--- src/rtl/sp_ram_port_ctrl.sv ---
// Purpose: round-robin write/read front end for a single-port RAM, with a 2-entry read response buffer.
// Latency: RAM pins are driven in the grant cycle; read data reaches RSP_VALID one edge after the accept edge.
// Backpressure: reads are credit-gated by buffer room; writes proceed whenever no read holds the port.

// Two-entry response FIFO with 1-bit wrapping pointers and an explicit occupancy count.
module sp_ram_rsp_fifo #(
  parameter int W = 32
) (
  input  logic         CLK,
  input  logic         RST_N,
  input  logic         push,
  input  logic [W-1:0] push_dat,
  input  logic         pop,
  output logic [W-1:0] head_dat,
  output logic [1:0]   cnt
);

  logic         wr_ptr_q, wr_ptr_d;
  logic         rd_ptr_q, rd_ptr_d;
  logic [1:0]   cnt_q, cnt_d;
  logic [W-1:0] mem_q [2];
  logic [W-1:0] mem_d [2];

  // Pointer/count update and tail write; a push with a pop leaves the count unchanged.
  always_comb begin
    wr_ptr_d = wr_ptr_q ^ push;
    rd_ptr_d = rd_ptr_q ^ pop;
    cnt_d    = cnt_q + {1'b0, push} - {1'b0, pop};
    mem_d    = mem_q;
    if (push) begin
      mem_d[wr_ptr_q] = push_dat;
    end
  end

  // Control state is cleared by reset so buffered responses are discarded.
  always_ff @(posedge CLK or negedge RST_N) begin
    if (!RST_N) begin
      wr_ptr_q <= 1'b0;
      rd_ptr_q <= 1'b0;
      cnt_q    <= 2'd0;
    end else begin
      wr_ptr_q <= wr_ptr_d;
      rd_ptr_q <= rd_ptr_d;
      cnt_q    <= cnt_d;
    end
  end

  // Storage needs no reset: an entry is only visible once the count covers it.
  always_ff @(posedge CLK) begin
    mem_q <= mem_d;
  end

  assign head_dat = mem_q[rd_ptr_q];
  assign cnt      = cnt_q;

endmodule

module sp_ram_port_ctrl #(
  parameter int ADDR_WIDTH = 8,
  parameter int DATA_WIDTH = 32
) (
  input  logic                  CLK,
  input  logic                  RST_N,
  input  logic                  WR_VALID,
  output logic                  WR_READY,
  input  logic [ADDR_WIDTH-1:0] WR_ADDR,
  input  logic [DATA_WIDTH-1:0] WR_DATA,
  input  logic [DATA_WIDTH-1:0] WR_BW,
  input  logic                  RD_VALID,
  output logic                  RD_READY,
  input  logic [ADDR_WIDTH-1:0] RD_ADDR,
  output logic                  RSP_VALID,
  input  logic                  RSP_READY,
  output logic [DATA_WIDTH-1:0] RSP_DATA,
  output logic [ADDR_WIDTH-1:0] RAM_A,
  output logic [DATA_WIDTH-1:0] RAM_DI,
  output logic [DATA_WIDTH-1:0] RAM_BW,
  output logic                  RAM_CE,
  output logic                  RAM_RDWEN,
  input  logic [DATA_WIDTH-1:0] RAM_DO
);

  typedef enum logic {
    PRIO_RD = 1'b0,
    PRIO_WR = 1'b1
  } prio_e;

  prio_e                 prio_q, prio_d;
  logic                  inflight_q, inflight_d;
  logic [1:0]            rsp_cnt;
  logic [DATA_WIDTH-1:0] rsp_head;
  logic                  rsp_vld;
  logic                  pop;
  logic [2:0]            credit_sum;
  logic                  credit_ok;
  logic                  rd_rdy;
  logic                  wr_rdy;
  logic                  grant_rd;
  logic                  grant_wr;
  logic                  contention;

  // Arbitration: a read needs a buffer slot counting the in-flight read, net of this cycle's pop.
  always_comb begin
    rsp_vld    = (rsp_cnt != 2'd0);
    pop        = rsp_vld & RSP_READY;
    credit_sum = {1'b0, rsp_cnt} + {2'b00, inflight_q} - {2'b00, pop};
    credit_ok  = (credit_sum < 3'd2);
    rd_rdy     = credit_ok & (!WR_VALID | (prio_q == PRIO_RD));
    wr_rdy     = !(RD_VALID & credit_ok & (prio_q == PRIO_RD));
    grant_rd   = RD_VALID & rd_rdy;
    grant_wr   = WR_VALID & wr_rdy;
    contention = WR_VALID & RD_VALID & credit_ok;
    prio_d     = prio_q;
    if (contention) begin
      prio_d = grant_rd ? PRIO_WR : PRIO_RD;
    end
    inflight_d = grant_rd;
  end

  // Priority and in-flight read tracking; reset drops any read still in the RAM pipeline.
  always_ff @(posedge CLK or negedge RST_N) begin
    if (!RST_N) begin
      prio_q     <= PRIO_RD;
      inflight_q <= 1'b0;
    end else begin
      prio_q     <= prio_d;
      inflight_q <= inflight_d;
    end
  end

  // RAM_DO is valid the cycle after a read grant, so it is captured whenever a read is in flight.
  sp_ram_rsp_fifo #(
    .W (DATA_WIDTH)
  ) u_rsp_fifo (
    .CLK      (CLK),
    .RST_N    (RST_N),
    .push     (inflight_q),
    .push_dat (RAM_DO),
    .pop      (pop),
    .head_dat (rsp_head),
    .cnt      (rsp_cnt)
  );

  // RAM pins are driven combinationally in the grant cycle.
  always_comb begin
    RAM_CE    = grant_rd | grant_wr;
    RAM_RDWEN = grant_wr;
    RAM_A     = grant_wr ? WR_ADDR : RD_ADDR;
    RAM_DI    = WR_DATA;
    RAM_BW    = grant_wr ? WR_BW : '0;
  end

  assign WR_READY  = wr_rdy;
  assign RD_READY  = rd_rdy;
  assign RSP_VALID = rsp_vld;
  assign RSP_DATA  = rsp_head;

endmodule
--- config.mk ---
export PLATFORM = sky130hd
export DESIGN_NAME = sp_ram_port_ctrl
export DESIGN_NICKNAME = d
export VERILOG_FILES = /design/src/rtl/sp_ram_port_ctrl.sv
export SDC_FILE = /design/constraint.sdc
export NUM_CORES = 1
export LEC_CHECK = 0
export BUFFER_PORTS_ARGS = -buffer_cell sky130_fd_sc_hd__buf_2
export CAP_MARGIN = 20
export CORE_ASPECT_RATIO = 0.7
export CORE_MARGIN = 2
export CORE_UTILIZATION = 30
export DETAILED_ROUTE_END_ITERATION = 7
export GPL_TIMING_DRIVEN = 0
export SYNTH_ARGS = -nofsm -noshare
export SYNTH_HDL_FRONTEND = slang
export SYNTH_SLANG_ARGS = --single-unit
export TNS_END_PERCENT = 20
--- constraint.sdc ---
create_clock -name CLK -period 4.03 [get_ports CLK]
set_input_delay 0 -clock CLK [delete_from_list [all_inputs] [get_ports CLK]]
set_output_delay 0 -clock CLK [all_outputs]
set_load 0.005 [all_outputs]
## Word-level counts from Yosys, hierarchy flattened

Index checks and enable logic that the tools add are counted.

| storage, ports and cells | value |
|---|---|
| register bits | 70 |
| bits of input ports | 117 |
| output and inout port bits | 109 |
| logic and storage cells | 43 |

| cells by class | value |
|---|---|
| add/sub/neg operators | 4 |
| $lt $le $gt $ge | 4 |
| mux-type cells | 9 |
| bitwise operators | 15 |
| reduce and logical (&&, ||, !) cells | 4 |

Operators by type and width:

| operator | number |
|---|---|
| $mux 32 | 5 |
| $bwmux 64 | 1 |
| $demux 32 s1 | 1 |
| $and 1x1->1 | 8 |
| $mux 8 | 1 |
| $ge 2x2->1 const B | 2 |
| $not 1->2 | 2 |
| $add 2x1->3 | 1 |
| $lt 3x2->1 const B | 1 |
| $sub 3x1->3 | 1 |
| $add 2x1->2 | 1 |
| $logic_not 1->1 | 2 |
| $lt 2x1->1 const B | 1 |
| $or 1x1->1 | 2 |
| $reduce_bool 2->1 | 1 |
| $sub 2x1->2 | 1 |
| $xor 1x1->1 | 2 |
| $logic_and 1x1->1 | 1 |
| $mux 1 | 1 |
| $not 1->1 | 1 |

## Logic depth before layout (Yosys ltp)

| depth | value |
|---|---|
| depth in word-level cells | 9 |
| gate-level depth with buffers | 11 |
| mapped depth without buffers | 10 |

## Hierarchy

From an unflattened synthesis, not the netlist that was laid out.

| unflattened totals | value |
|---|---|
| cell total of the unflattened synthesis | 210 |
| area total of the unflattened synthesis | 3,444.6 um^2 |

Modules (own cells, without submodules):

| module | instances | cells an instance | area each (um^2) | seq. area each (um^2) |
|---|---|---|---|---|
| sp_ram_rsp_fifo | 1 | 114 | 2,660.1 | 2,021.9 |
| sp_ram_port_ctrl | 1 | 96 | 784.5 | 50.0 |

## Least setup slack after synthesis

OpenSTA, ideal clock, no wires.

| timing path | value |
|---|---|
| kind | reg2out |
| from | reg u_rsp_fifo.cnt_q[1], in the netlist u_rsp_fifo.cnt[1] |
| to | out RAM_A[0] |
| arrival time | 2.677 ns |
| required time | 4.030 ns |
| path slack | 1.353 ns |
| stages on the path, launching flop included | 12 |
| buffers on the path | 1 |
| cell sequence | dfrtp_1 -> or2_2 -> and2_1 -> ha_1 -> inv_1 -> ha_1 -> inv_1 -> fa_1 -> xnor2_2 -> a31oi_4 -> buf_6 -> mux2_4 |

| on the way | value |
|---|---|
| longest elaborated chain between the ends | 9 |
| elaborated cells on any way between the ends | 10 |

RTL lines:

| item | line | source |
|---|---|---|
| start, declared | 20 | `logic [1:0] cnt_q, cnt_d;` |
| start signal, assigned | 44 | `cnt_q <= cnt_d;` |
| $reduce_bool 2->1 | 104 | `rsp_vld = (rsp_cnt != 2'd0);` |
| via RSP_VALID | 72 | `output logic RSP_VALID,` |
| $and 1x1->1 | 105 | `pop = rsp_vld & RSP_READY;` |
| $sub 3x1->3 | 106 | `credit_sum = {1'b0, rsp_cnt} + {2'b00, inflight_q} - {2'b00, pop};` |
| $lt 3x2->1 | 107 | `credit_ok = (credit_sum < 3'd2);` |
| $and 1x1->1 (2 in a row) | 109 | `wr_rdy = !(RD_VALID & credit_ok & (prio_q == PRIO_RD));` |
| $logic_not 1->1 | 109 |  |
| $and 1x1->1 | 111 | `grant_wr = WR_VALID & wr_rdy;` |
| $mux 8 | 148 | `RAM_A = grant_wr ? WR_ADDR : RD_ADDR;` |
| end, declared | 75 | `output logic [ADDR_WIDTH-1:0] RAM_A,` |

The timed path passes the listed nets, and every way through them passes these cells.

## Worst setup path in the final report

| timing path | value |
|---|---|
| from | reg u_rsp_fifo.cnt_q[1], in the netlist u_rsp_fifo.cnt[1] |
| to | out RAM_A[6] |

| on the way | value |
|---|---|
| longest elaborated chain between the ends | 9 |
| elaborated cells on any way between the ends | 10 |

RTL lines:

| item | line |
|---|---|
| branches (longest 2 deep; another with $add 2x1->3) | n/a |
| $sub 3x1->3 * | 106 |
| $lt 3x2->1 * | 107 |
| $and 1x1->1 * (2 in a row) | 109 |
| $logic_not 1->1 * | 109 |
| $and 1x1->1 * | 111 |
| $mux 8 * | 148 |

Mark *: on every way between the ends.

==> impl_metrics.tcl <==
set metrics [dict create \
    clockBufferDepth 2 \
    routedWlPerCell_um 13.8 \
    internal-power_mw 2.11 \
    diodes 0 \
    crit_fanout 10 \
    grt.total_usage 0.138 \
    place_ws_ns 1.02 \
    start_kind "register" \
    numCtsBuffers 9 \
    rows 31 \
    cts_sinks 70 \
    cts_tree "yes" \
    worstMarginPinSlew_ns 0.821 \
    skew_ns 0.00461 \
    final_common_cell "buf_2" \
    cts_resized 0 \
    cp-end-kind "output pin" \
    nets 570 \
    syn_area_um2 3240 \
    max_freq_mhz 300 \
    synthFlopType "edfxtp_1" \
    clk_pin_slew_worst_paths_ns 0.06 \
    grt_max_degree 33 \
    avgSynthCellArea_um2 15.6 \
    rrSetupSlack_ns 0.95 \
    drive_above_1_share 0.642 \
    power_leakage_nw 2.32 \
    die_h_um 90.9 \
    setup_slack_ns 0.699 \
    vias 2398 \
    drc 0 \
    swShare 0.278 \
    wl_mm 8.09 \
    rsz0062_at_grt "false" \
    antenna_found_initial 0 \
    fin_crit_ns 3.33 \
    cap_violations 0 \
    async_reset_ff_frac 0.0857 \
    clockPowerShare 0.303 \
    drtAntennaViolNets 0 \
    setup_viol 0 \
    netlist_instances 208 \
    pwr-share-comb 0.345 \
    finalSetupTns_ns 0 \
    yosysUniqueCellTypes 23 \
    port_buffers 193 \
    syn_nets 330 \
    fin_crit_sh 0.826 \
    p_per_area_nw_per_um2 576 \
    avgViaCountPerCell 4.10 \
    synth-seq-cells 70 \
    grt-ovfl-total 0 \
    initial_utilization 0.310 \
    status "completed" \
    clk_latency_ns 0.32 \
    die_w_um 128 \
    arrival_ns 3.33 \
    drt_first_pass_iters 4 \
    power.switching_mw 0.813 \
    synth_edf_count 64 \
    worstReg2RegEnd "inflight_q" \
    yosysSeqAreaShare 0.640 \
    design_area_um2 5070 \
    fill_cells 926 \
    finalMaxSlewViolations 0 \
    h-tree-depth 3 \
    core_um2 10400 \
    die_area_um2 11700 \
    timing.rr.start "u_rsp_fifo.cnt[1]" \
    drt_iter0_markers 62 \
    grt_pass1_wl_mm 12.1 \
    reg2reg_depth 11 \
    hold_path.class "in2async" \
    worstPathRequired_ns 4.03 \
    grt_pass1_vias 2451 \
    crit_type "reg2out" \
    place.gp.congestion 0.749 \
    placed_area_um2 4370 \
    hpwl_mm 6.05 \
    ios 226 \
    hold_viol_final 0 \
    ir_worst_vdd_v 0.000325 \
    root_buffer "clkbuf_16" \
    synthToLayoutAreaGrowth_pct 56.7 \
    pwr-share-seq 0.352 \
    mostFrequentLayoutCells "197 x buf_2, 64 x edfxtp_1, 36 x dlygate4sd3_1, 33 x and2_1, 33 x mux2_2" \
    relSlewSlack 0.453 \
    synth_warnings 0 \
]
-- sequential cells by signal (all words and copies together) (netlist names) --
register             count
u_rsp_fifo.cnt           2
u_rsp_fifo.mem_q        64
u_rsp_fifo.rd_ptr_q      1
inflight_q               1
prio_q                   1
u_rsp_fifo.wr_ptr_q      1
-- Yosys cell counts, types with 2 or more instances --
cell,instances,area share
nand3_1,2,0.0031
mux2_4,7,0.032
edfxtp_1,64,0.59
buf_4,32,0.074
nand2_1,2,0.0023
a21oi_1,2,0.0031
clkbuf_2,2,0.0031
inv_1,7,0.0081
dfrtp_1,6,0.046
ha_1,4,0.015
mux2_2,33,0.11
buf_2,4,0.0062
and2_1,33,0.064
-- cell type report --
class,instances,area (um2),share of cell area
flip-flops and latches,70,2070,0.408
repair buffers,229,1330,0.261
multi-input cells,91,860,0.169
plain buffers,40,285,0.0562
clock buffers,10,229,0.0451
well taps,132,165,0.0326
clock inverters,6,110,0.0217
inverters,7,26.3,0.00518
-- per-layer routing --
metal	vias to the layer above	GRT usage	wire length, um
li1	1182	-	-
met1	1110	0.171	3480
met2	98	0.223	3970
met3	8	0.0492	549
met4	0	0.0476	90
met5	-	0	0
-- through the flow --
step | hold WS [ns] | total power, mW | util | instances
after floorplan | -0.296 | 1.63 | - | 208
after global placement | -0.170 | 2.03 | 0.419 | 533
after detailed placement | -0.167 | 2.05 | 0.419 | 533
after CTS | 0.0104 | 2.98 | 0.486 | 585
after global routing | 0.0147 | 3.11 | 0.486 | 585
final | 0.0232 | 2.92 | 0.486 | 585
-- power by group through the flow --
stage                     Sequential (mW)  Clock, mW  Combinational (mW)
after floorplan                      1.03          0               0.598
after global placement               1.04          0               0.985
after detailed placement             1.05          0               0.999
after CTS                            1.03      0.912                1.04
after global routing                 1.05      0.943                1.13
final                                1.03      0.886                1.01
-- worst max-delay path by stage --
stage	startpoint	end	slack (ns)	cells past startpoint
after floorplan	u_rsp_fifo.cnt[1]	RAM_A[0]	1.35	11
after global placement	u_rsp_fifo.cnt[1]	RAM_A[6]	1.08	12
after detailed placement	u_rsp_fifo.cnt[1]	RAM_A[3]	1.02	12
after CTS	u_rsp_fifo.cnt[1]	RAM_A[3]	0.65	12
after global routing	u_rsp_fifo.cnt[1]	RAM_A[3]	0.50	12
final	u_rsp_fifo.cnt[1]	RAM_A[6]	0.70	12
-- cells by family after synthesis --
logic type,count (synthesis),share of synthesized area
simple gates,40,0.0750
buf+inv,47,0.0962
xor+xnor,3,0.0104
fa+ha+maj,5,0.0216
flops,70,0.640
compound gates,3,0.00966
mux,40,0.147
-- critical path, cell delays in order (launching register included) --
cell	delay, ns
dfrtp_1	0.43
or2_2	0.34
and2_1	0.20
ha_1	0.28
inv_1	0.06
ha_1	0.13
inv_1	0.05
fa_1	0.41
xnor2_2	0.21
a31oi_4	0.26
buf_6	0.20
mux2_4	0.31
buf_2	0.13
-- repair_timing --
action,in CTS,in global routing
hold endpoints to repair,72,0
hold buffers,36,0
setup buffers,0,0
No activity file was read; power rests on OpenSTA's default activity.
